--- config.mk ---
export PLATFORM = sky130hd
export DESIGN_NAME = cv32e40p_irq_source_flat
export DESIGN_NICKNAME = d
export VERILOG_FILES = /design/src/rtl/cv32e40p_irq_pkg.sv /design/src/rtl/cv32e40p_irq_source_if.sv /design/src/rtl/cv32e40p_irq_timeout_cnt.sv /design/src/rtl/cv32e40p_irq_source.sv /design/src/flat_wrapper.sv
export SDC_FILE = /design/constraint.sdc
export NUM_CORES = 1
export LEC_CHECK = 0
export BUFFER_PORTS_ARGS = -buffer_cell sky130_fd_sc_hd__buf_2
export CAP_MARGIN = 30
export CORE_MARGIN = 2
export CORE_UTILIZATION = 36
export DETAILED_ROUTE_END_ITERATION = 12
export GPL_TIMING_DRIVEN = 0
export SETUP_SLACK_MARGIN = 0.4
export SLEW_MARGIN = 20
export SYNTH_ARGS = -nofsm -noshare
export SYNTH_HDL_FRONTEND = slang
export SYNTH_SLANG_ARGS = --single-unit
--- constraint.sdc ---
create_clock -name clk_i -period 7.1 [get_ports clk_i]
set_input_delay 1.42 -clock clk_i [delete_from_list [all_inputs] [get_ports clk_i]]
set_output_delay 1.42 -clock clk_i [all_outputs]
set_load 0.02 [all_outputs]
--- src/rtl/cv32e40p_irq_pkg.sv ---
// Shared types and constants for the interrupt source: line ids, standard
// machine-level line numbers and the default mask of raisable lines.
package cv32e40p_irq_pkg;

  typedef logic [4:0] irq_id_t;

  localparam irq_id_t IRQ_MSI = 5'd3;
  localparam irq_id_t IRQ_MTI = 5'd7;
  localparam irq_id_t IRQ_MEI = 5'd11;

  // Fast lines 31..16 plus MEI/MTI/MSI; everything else is reserved.
  localparam logic [31:0] IRQ_LEGAL_MASK = 32'hFFFF_0888;

  function automatic logic [31:0] irq_onehot(input irq_id_t id);
    return 32'd1 << id;
  endfunction

endpackage

--- src/rtl/cv32e40p_irq_source_if.sv ---
// Requester-side interrupt bundle: raise/clear requests, core ack and the
// status flags.
interface cv32e40p_irq_source_if import cv32e40p_irq_pkg::*; #(
  parameter int CNT_W = 16
);

  logic             req_valid_i;
  irq_id_t          req_id_i;
  logic             req_ready_o;
  logic             clr_valid_i;
  irq_id_t          clr_id_i;
  logic [31:0]      irq_o;
  logic             irq_ack_i;
  irq_id_t          irq_id_i;
  logic             illegal_req_o;
  logic             spurious_ack_o;
  logic             busy_o;
  logic [CNT_W-1:0] ack_count_o;

  modport master (
    output req_valid_i, req_id_i, clr_valid_i, clr_id_i, irq_ack_i, irq_id_i,
    input  req_ready_o, irq_o, illegal_req_o, spurious_ack_o, busy_o, ack_count_o
  );

  modport slave (
    input  req_valid_i, req_id_i, clr_valid_i, clr_id_i, irq_ack_i, irq_id_i,
    output req_ready_o, irq_o, illegal_req_o, spurious_ack_o, busy_o, ack_count_o
  );

endinterface

--- src/rtl/cv32e40p_irq_timeout_cnt.sv ---
// Saturating up-counter with synchronous clear; clear has priority over inc.
module cv32e40p_irq_timeout_cnt #(
  parameter int W   = 11,
  parameter int MAX = 1024
) (
  input  logic         clk_i,
  input  logic         rst_i,
  input  logic         inc_i,
  input  logic         clr_i,
  output logic [W-1:0] cnt_o
);

  always_ff @(posedge clk_i) begin
    if (rst_i || clr_i)
      cnt_o <= '0;
    else if (inc_i && (cnt_o != W'(MAX)))
      cnt_o <= cnt_o + 1'b1;
  end

endmodule

--- src/rtl/cv32e40p_irq_source.sv ---
// Interrupt requester: 32-bit pending register driving the core's irq lines.
// Define CV32E40P_IRQ_TIMEOUT_EN to add the sticky no-ack timeout_o output.
module cv32e40p_irq_source import cv32e40p_irq_pkg::*; #(
  parameter logic [31:0] LEGAL_MASK  = IRQ_LEGAL_MASK,
  parameter int          CNT_W       = 16
`ifdef CV32E40P_IRQ_TIMEOUT_EN
  , parameter int        TIMEOUT_CYC = 1024
`endif
) (
  input  logic                  clk_i,
  input  logic                  rst_i,
  cv32e40p_irq_source_if.slave  bus
`ifdef CV32E40P_IRQ_TIMEOUT_EN
  , output logic                timeout_o
`endif
);

  logic [31:0]      pend_q, pend_d;
  logic [31:0]      set_mask, ack_mask, clr_mask;
  logic             req_acc, req_legal, ack_hit;
  logic             illegal_q, spurious_q;
  logic [CNT_W-1:0] ack_cnt_q;

  always_comb begin
    req_acc   = bus.req_valid_i & ~pend_q[bus.req_id_i];
    req_legal = LEGAL_MASK[bus.req_id_i];
    ack_hit   = bus.irq_ack_i & pend_q[bus.irq_id_i];
    set_mask  = (req_acc && req_legal) ? irq_onehot(bus.req_id_i) : 32'd0;
    ack_mask  = ack_hit                ? irq_onehot(bus.irq_id_i) : 32'd0;
    clr_mask  = bus.clr_valid_i        ? irq_onehot(bus.clr_id_i) : 32'd0;
    // set_mask never overlaps a pending bit because ready gates acceptance
    pend_d    = ((pend_q & ~ack_mask & ~clr_mask) | set_mask) & LEGAL_MASK;
  end

  always_ff @(posedge clk_i) begin
    if (rst_i) begin
      pend_q     <= '0;
      illegal_q  <= 1'b0;
      spurious_q <= 1'b0;
      ack_cnt_q  <= '0;
    end else begin
      pend_q     <= pend_d;
      illegal_q  <= req_acc & ~req_legal;
      spurious_q <= bus.irq_ack_i & ~pend_q[bus.irq_id_i];
      if (ack_hit && !(&ack_cnt_q))
        ack_cnt_q <= ack_cnt_q + 1'b1;
    end
  end

  assign bus.req_ready_o    = ~pend_q[bus.req_id_i];
  assign bus.irq_o          = pend_q;
  assign bus.busy_o         = |pend_q;
  assign bus.illegal_req_o  = illegal_q;
  assign bus.spurious_ack_o = spurious_q;
  assign bus.ack_count_o    = ack_cnt_q;

`ifdef CV32E40P_IRQ_TIMEOUT_EN
  localparam int TW = $clog2(TIMEOUT_CYC + 1);

  logic [TW-1:0] tmo_cnt;
  logic          tmo_at_max, tmo_q;

  // Restart the window on any valid ack or once nothing is left pending.
  cv32e40p_irq_timeout_cnt #(
    .W   (TW),
    .MAX (TIMEOUT_CYC)
  ) u_tmo_cnt (
    .clk_i (clk_i),
    .rst_i (rst_i),
    .inc_i (bus.busy_o & ~ack_hit),
    .clr_i (ack_hit | ~(|pend_d)),
    .cnt_o (tmo_cnt)
  );

  assign tmo_at_max = (tmo_cnt == TW'(TIMEOUT_CYC));

  always_ff @(posedge clk_i) begin
    if (rst_i)
      tmo_q <= 1'b0;
    else if (tmo_at_max)
      tmo_q <= 1'b1;
  end

  assign timeout_o = tmo_q | tmo_at_max;
`endif

endmodule

--- src/flat_wrapper.sv ---
// flat-port wrapper written by rule: the top's interface ports become plain ports
module cv32e40p_irq_source_flat import cv32e40p_irq_pkg::*;
#(
  parameter logic [31:0] LEGAL_MASK  = IRQ_LEGAL_MASK,
  parameter int          CNT_W       = 16

)
  (clk_i, rst_i, bus_req_valid_i, bus_req_id_i, bus_clr_valid_i, bus_clr_id_i, bus_irq_ack_i, bus_irq_id_i, bus_req_ready_o, bus_irq_o, bus_illegal_req_o, bus_spurious_ack_o, bus_busy_o, bus_ack_count_o);
  cv32e40p_irq_source_if #(.CNT_W(CNT_W)) bus_i ();
  input  logic clk_i;
  input  logic rst_i;
  input wire logic [$bits(bus_i.req_valid_i)-1:0] bus_req_valid_i;
  input wire logic [$bits(bus_i.req_id_i)-1:0] bus_req_id_i;
  input wire logic [$bits(bus_i.clr_valid_i)-1:0] bus_clr_valid_i;
  input wire logic [$bits(bus_i.clr_id_i)-1:0] bus_clr_id_i;
  input wire logic [$bits(bus_i.irq_ack_i)-1:0] bus_irq_ack_i;
  input wire logic [$bits(bus_i.irq_id_i)-1:0] bus_irq_id_i;
  output wire logic [$bits(bus_i.req_ready_o)-1:0] bus_req_ready_o;
  output wire logic [$bits(bus_i.irq_o)-1:0] bus_irq_o;
  output wire logic [$bits(bus_i.illegal_req_o)-1:0] bus_illegal_req_o;
  output wire logic [$bits(bus_i.spurious_ack_o)-1:0] bus_spurious_ack_o;
  output wire logic [$bits(bus_i.busy_o)-1:0] bus_busy_o;
  output wire logic [$bits(bus_i.ack_count_o)-1:0] bus_ack_count_o;
  assign bus_i.req_valid_i = bus_req_valid_i;
  assign bus_i.req_id_i = bus_req_id_i;
  assign bus_i.clr_valid_i = bus_clr_valid_i;
  assign bus_i.clr_id_i = bus_clr_id_i;
  assign bus_i.irq_ack_i = bus_irq_ack_i;
  assign bus_i.irq_id_i = bus_irq_id_i;
  assign bus_req_ready_o = bus_i.req_ready_o;
  assign bus_irq_o = bus_i.irq_o;
  assign bus_illegal_req_o = bus_i.illegal_req_o;
  assign bus_spurious_ack_o = bus_i.spurious_ack_o;
  assign bus_busy_o = bus_i.busy_o;
  assign bus_ack_count_o = bus_i.ack_count_o;
  cv32e40p_irq_source #(.LEGAL_MASK(LEGAL_MASK), .CNT_W(CNT_W)) u_core (.clk_i(clk_i), .rst_i(rst_i), .bus(bus_i));
endmodule
-- Word level (Yosys, flattened, before mapping)
Memory sizes are Yosys's and may differ from the RTL's.
Index checks and enable logic that the tools add are counted.
Widths: inputs -> output; s select.
- bits in registers: 50
- bits in latches: 0
- bits in writable memories: 0
- memory bits (read-only): 32
- bits of input ports: 20
- output and inout bits: 52
- logic and storage cells: 37
- memories kept: 1
- add/subtract/negate cells: 1
- multiply operators: 0
- div/mod/pow operators: 0
- magnitude comparators: 2
- equal/unequal tests: 0
- shifts and indexed selects: 3
- mux-type cells: 8
- bitwise logic cells: 12
- reduce and logical (&&, ||, !) cells: 5
- memory list (name ; depth ; width ; read ports ; clocked after Yosys merged registers in ; wr ports ; line ; source):
    (no name shown) ; 32 ; 1 ; 1 ; 0 ; 0 ; cv32e40p_irq_source.sv:26 ; req_legal = LEGAL_MASK[bus.req_id_i];
- operators with widths (kind ; number):
    $mux 32 ; 3
    $shl 1x5->32 const A ; 3
    $and 32x32->32 ; 2
    $not 32->32 ; 2
    $or 32x32->32 ; 1
    $reduce_or 32->1 ; 1
    $add 16x1->16 const B ; 1
    $reduce_and 16->1 ; 1
    $lt 5x6->1 const B ; 2
    $bmux 1 s5 ; 2
    $and 1x1->1 ; 4
    $mux 1 ; 3
    $not 1->1 ; 3
    $logic_and 1x1->1 ; 2
    $logic_not 1->1 ; 1

-- Depth between registers and ports, before layout
- depth in word-level cells: 8
- depth in mapped cells: 10

-- Worst setup path after synthesis
Ideal clock, no wire load.
- path kind: input -> output
- start: in bus_req_id_i[0]
- end: out bus_req_ready_o
- data arrival time: 3172 ps
- data required time: 5680 ps
- setup slack: 2508 ps
- stages: 4
- buffers on the path: 1
- cell sequence: clkbuf_1 mux4_2 mux4_2 a22oi_1
- word-level cells in the longest chain between the ends: 3
- ends and longest elaborated chain (what ; line ; source):
    start, declared ; flat_wrapper.sv:13 ; input wire logic [$bits(bus_i.req_id_i)-1:0] bus_req_id_i;
    $bmux 1 s5 ; cv32e40p_irq_source.sv:50 ; assign bus.req_ready_o = ~pend_q[bus.req_id_i];
    $mux 1 (not written as such) ; cv32e40p_irq_source.sv:50 ;
    $not 1->1 ; cv32e40p_irq_source.sv:50 ;
    end, declared ; flat_wrapper.sv:18 ; output wire logic [$bits(bus_i.req_ready_o)-1:0] bus_req_ready_o;
No other way between the ends. The select of a mux whose other input is x is not followed.

-- Final worst setup path
Ends and elaborated chain as after synthesis.

==> flow_summary.json <==
{
  "worst_skew_pair.late_latency_ns": 0.30,
  "worst-endpoint-arrival_ns": 3.31,
  "dpl-instance-area_mm2": 0.00287,
  "dr_total_vias": 2625,
  "groute.layer.met3.usage": 0.0445,
  "worst_r2r_endpoint": "u_core.bus.ack_count_o[2]",
  "slew_headroom": 0.436,
  "core.rowCount": 30,
  "fin_total_pwr_uw": 433,
  "largest_net_degree_at_the_start_of_global_routing": 13,
  "cts_tree": "built",
  "static_leakage_nw": 1.16,
  "stdcell_count": 439,
  "vias_per_cell": 5.98,
  "grt_remaining_overflow": 0,
  "worstSetupStartpointType": "primary input",
  "clk_transition_reported_paths_ns": 0.07,
  "area_growth_pct": 19.5,
  "yosys-top-cells-area": "sky130_fd_sc_hd__dfxtp_1, sky130_fd_sc_hd__mux4_2, sky130_fd_sc_hd__buf_4",
  "ioPinCount": 72,
  "placed_cells": 431,
  "antenna_violating_nets_left": 0,
  "drt_iter0_markers": 185,
  "grt_pass1_wl_um": 11700,
  "final_setup_viols": 0,
  "wl_per_cell_um": 17.2,
  "fin_skew_ns": 0.0184,
  "achievable-frequency_ghz": 0.211,
  "fin_setup_tns_ns": 0,
  "detail_route.drc_violations": 0,
  "final_area_mm2": 0.00296,
  "die_height_um": 86.9,
  "worstPathCellList": "clkbuf_1 -> mux4_2 -> mux4_2 -> a22oi_1 -> buf_2",
  "crit_required_ns": 5.68,
  "largest_vdd_supply_drop_mv": 0.0513,
  "critical_path_buf_inv_count": 2,
  "firstDrtPassIters": 5,
  "grt_busiest_layer": "met2",
  "ys_seq_area_frac": 0.299,
  "synthFlopType": "sky130_fd_sc_hd__dfxtp_1",
  "cts_post_setup_buffers_inserted": 0,
  "ff2ff_path_depth": 8,
  "number_of_nets_at_the_end_of_the_flow": 379,
  "antenna_diode_count": 0,
  "timing_worst_setup_path_type": "in2out",
  "worst_path_dominant_cell_family": "multiplexers",
  "worstPathMaxFanout": 9,
  "ctsResizeCount": 0,
  "final_worst_path_period_need_ns": 4.73,
  "yosys.cell_count.top_type": "sky130_fd_sc_hd__dfxtp_1",
  "detailedPlacementHpwl_um": 5620,
  "max-clock-path-buffers": 2,
  "grt_setup_unrepaired": "false",
  "cts_hold_buffers": 0,
  "yosys.area.top_type_share": 0.299,
  "setup.worst_path.end_class": "primary output",
  "htreeDepth": 2,
  "grt.total_usage": 0.200,
  "critical-path-slowest-cell": "sky130_fd_sc_hd__mux4_2",
  "regToRegStartpoint": "u_core.bus.irq_o[27]",
  "worst_hold_startpoint": "u_core.bus.ack_count_o[4]",
  "crit_path_frequent_cell": "sky130_fd_sc_hd__mux4_2",
  "reg2reg_slack_ns": 4.70,
  "min_delay_path_depth": 2,
  "numPortBuffers": 50,
  "globalRouteMet2Util": 0.296,
  "cts_buffer_count": 5,
  "yosys_warnings": 0,
  "vias_in_the_first_global_route": 2238,
  "hp-class": "reg2reg",
  "root_buffer": "sky130_fd_sc_hd__clkbuf_8",
  "power-per-cell-area_mw_per_mm2": 146,
  "finalHoldViolations": 0,
  "synth_top_area_cell": "sky130_fd_sc_hd__dfxtp_1",
  "fin_crit_sh": 0.667,
  "filler_cell_count": 700,
  "antenna_violations_before_repair": 0,
  "groute.layer.met1.usage": 0.295,
  "postRouteWirelength_um": 7550,
  "routabilityCongestion": 0.931,
  "syn_std_cell_area_mm2": 0.00247,
  "async_reset_ff_frac": 0,
  "final_layout_size_suffix_gt1_frac": 0.279,
  "syn_inst": 289,
  "initial_core_util": 0.368,
  "worst_pin_slew_ns": 0.845,
  "synth_commonest_cells": "sky130_fd_sc_hd__dfxtp_1, sky130_fd_sc_hd__nand2_1, sky130_fd_sc_hd__nor2_1",
  "die_w_um": 86.9,
  "status": "complete, no violations",
  "hold_path_end": "u_core.bus.ack_count_o[4]",
  "timing.max_cap.violations": 0,
  "synth-seq-cells": 37,
  "die_outline_area_mm2": 0.00755,
  "cts_num_sinks": 37,
  "drv_slew": 0,
  "slowest_delay_ns": 0.61,
  "synth.avg_cell_area_um2": 8.56,
  "design.core.area_mm2": 0.00672,
  "synth_edf_count": 0,
  "synth_cell_type_count": 59
}
routing by layer:
layer,up-vias,share of wire
met5,-,0
met4,0,0.011
met3,7,0.072
met2,110,0.43
met1,1263,0.48
li1,1245,-
layout make-up:
| cell class | instances | area, µm² | share of cell area |
|---|---|---|---|
| well taps | 80 | 100 | 0.0339 |
| clock buffers | 5 | 68.8 | 0.0233 |
| clock inverters | 3 | 17.5 | 0.00593 |
| inverters | 9 | 33.8 | 0.0114 |
| repair buffers | 50 | 250 | 0.0847 |
| plain buffers | 31 | 198 | 0.0669 |
| multi-input cells | 224 | 1550 | 0.523 |
| flip-flops and latches | 37 | 741 | 0.251 |
worst reg2reg max path: stages (launching register included):
cell and delay [ns]:
sky130_fd_sc_hd__dfxtp_1 0.37, sky130_fd_sc_hd__a31o_2 0.26, sky130_fd_sc_hd__a222oi_1 0.41, sky130_fd_sc_hd__nor2_1 0.20, sky130_fd_sc_hd__o31ai_4 0.50, sky130_fd_sc_hd__buf_6 0.22
sky130_fd_sc_hd__buf_8 0.14, sky130_fd_sc_hd__o31ai_1 0.08, sky130_fd_sc_hd__a21oi_1 0.14
worst max path at each step:
stage               startpoint         endpoint  depth (start not counted)
6_report       bus_req_id_i[0]  bus_req_ready_o                          5
4_1_cts        bus_req_id_i[0]  bus_req_ready_o                          5
3_3_place_gp   bus_req_id_i[0]  bus_req_ready_o                          5
2_1_floorplan  bus_req_id_i[0]  bus_req_ready_o                          4
5_1_grt        bus_req_id_i[0]  bus_req_ready_o                          5
3_5_place_dp   bus_req_id_i[0]  bus_req_ready_o                          5
kinds of logic after synthesis:
family          Yosys count  share of synthesized area
simple gates            119                      0.279
other cells               1                    0.00152
fa+ha+maj                 1                    0.00506
flops                    37                      0.299
compound gates           79                      0.235
mux                      12                     0.0865
buf+inv                  40                     0.0936
layout by cell type, fill, tap and decap left out, drive strengths merged, types with 3 or more instances in the layout:
| master | count |
|---|---|
| clkinv | 3 |
| buf | 72 |
| o2111ai | 5 |
| nand3b | 3 |
| nand4b | 3 |
| mux2i | 3 |
| or4 | 12 |
| nor2 | 14 |
| o211ai | 6 |
| and3 | 6 |
| a21oi | 13 |
| nand4 | 4 |
| o21ai | 8 |
| or2 | 6 |
| dfxtp | 37 |
| mux4 | 7 |
| nor4 | 6 |
| nand2b | 11 |
| or3 | 5 |
| nand3 | 13 |
| nor3 | 10 |
| conb | 13 |
| o311ai | 9 |
| clkbuf | 14 |
| inv | 8 |
| nand2 | 17 |
| o31ai | 10 |
| o22ai | 13 |
metrics by stage:
step           setup slack [ns]   util  hold WS, ns
6_report                   2.37  0.440        0.502
5_1_grt                    2.28  0.440        0.523
4_1_cts                    2.35  0.440        0.499
3_5_place_dp               2.35  0.427        0.489
3_3_place_gp               2.37  0.427        0.478
2_1_floorplan              2.51      -        0.559
sequential cells by signal, indices dropped and copies added, names as in the netlist:
register,count
u_core.bus.irq_o,19
u_core.bus.spurious_ack_o,1
u_core.bus.ack_count_o,16
u_core.bus.illegal_req_o,1
power breakdown:
part	total [mW]	switching, mW	internal [mW]
Clock	0.150	0.0826	0.0678
Sequential	0.212	0.00270	0.210
Combinational	0.0699	0.0451	0.0247
No activity file was read; power rests on OpenSTA's default activity.
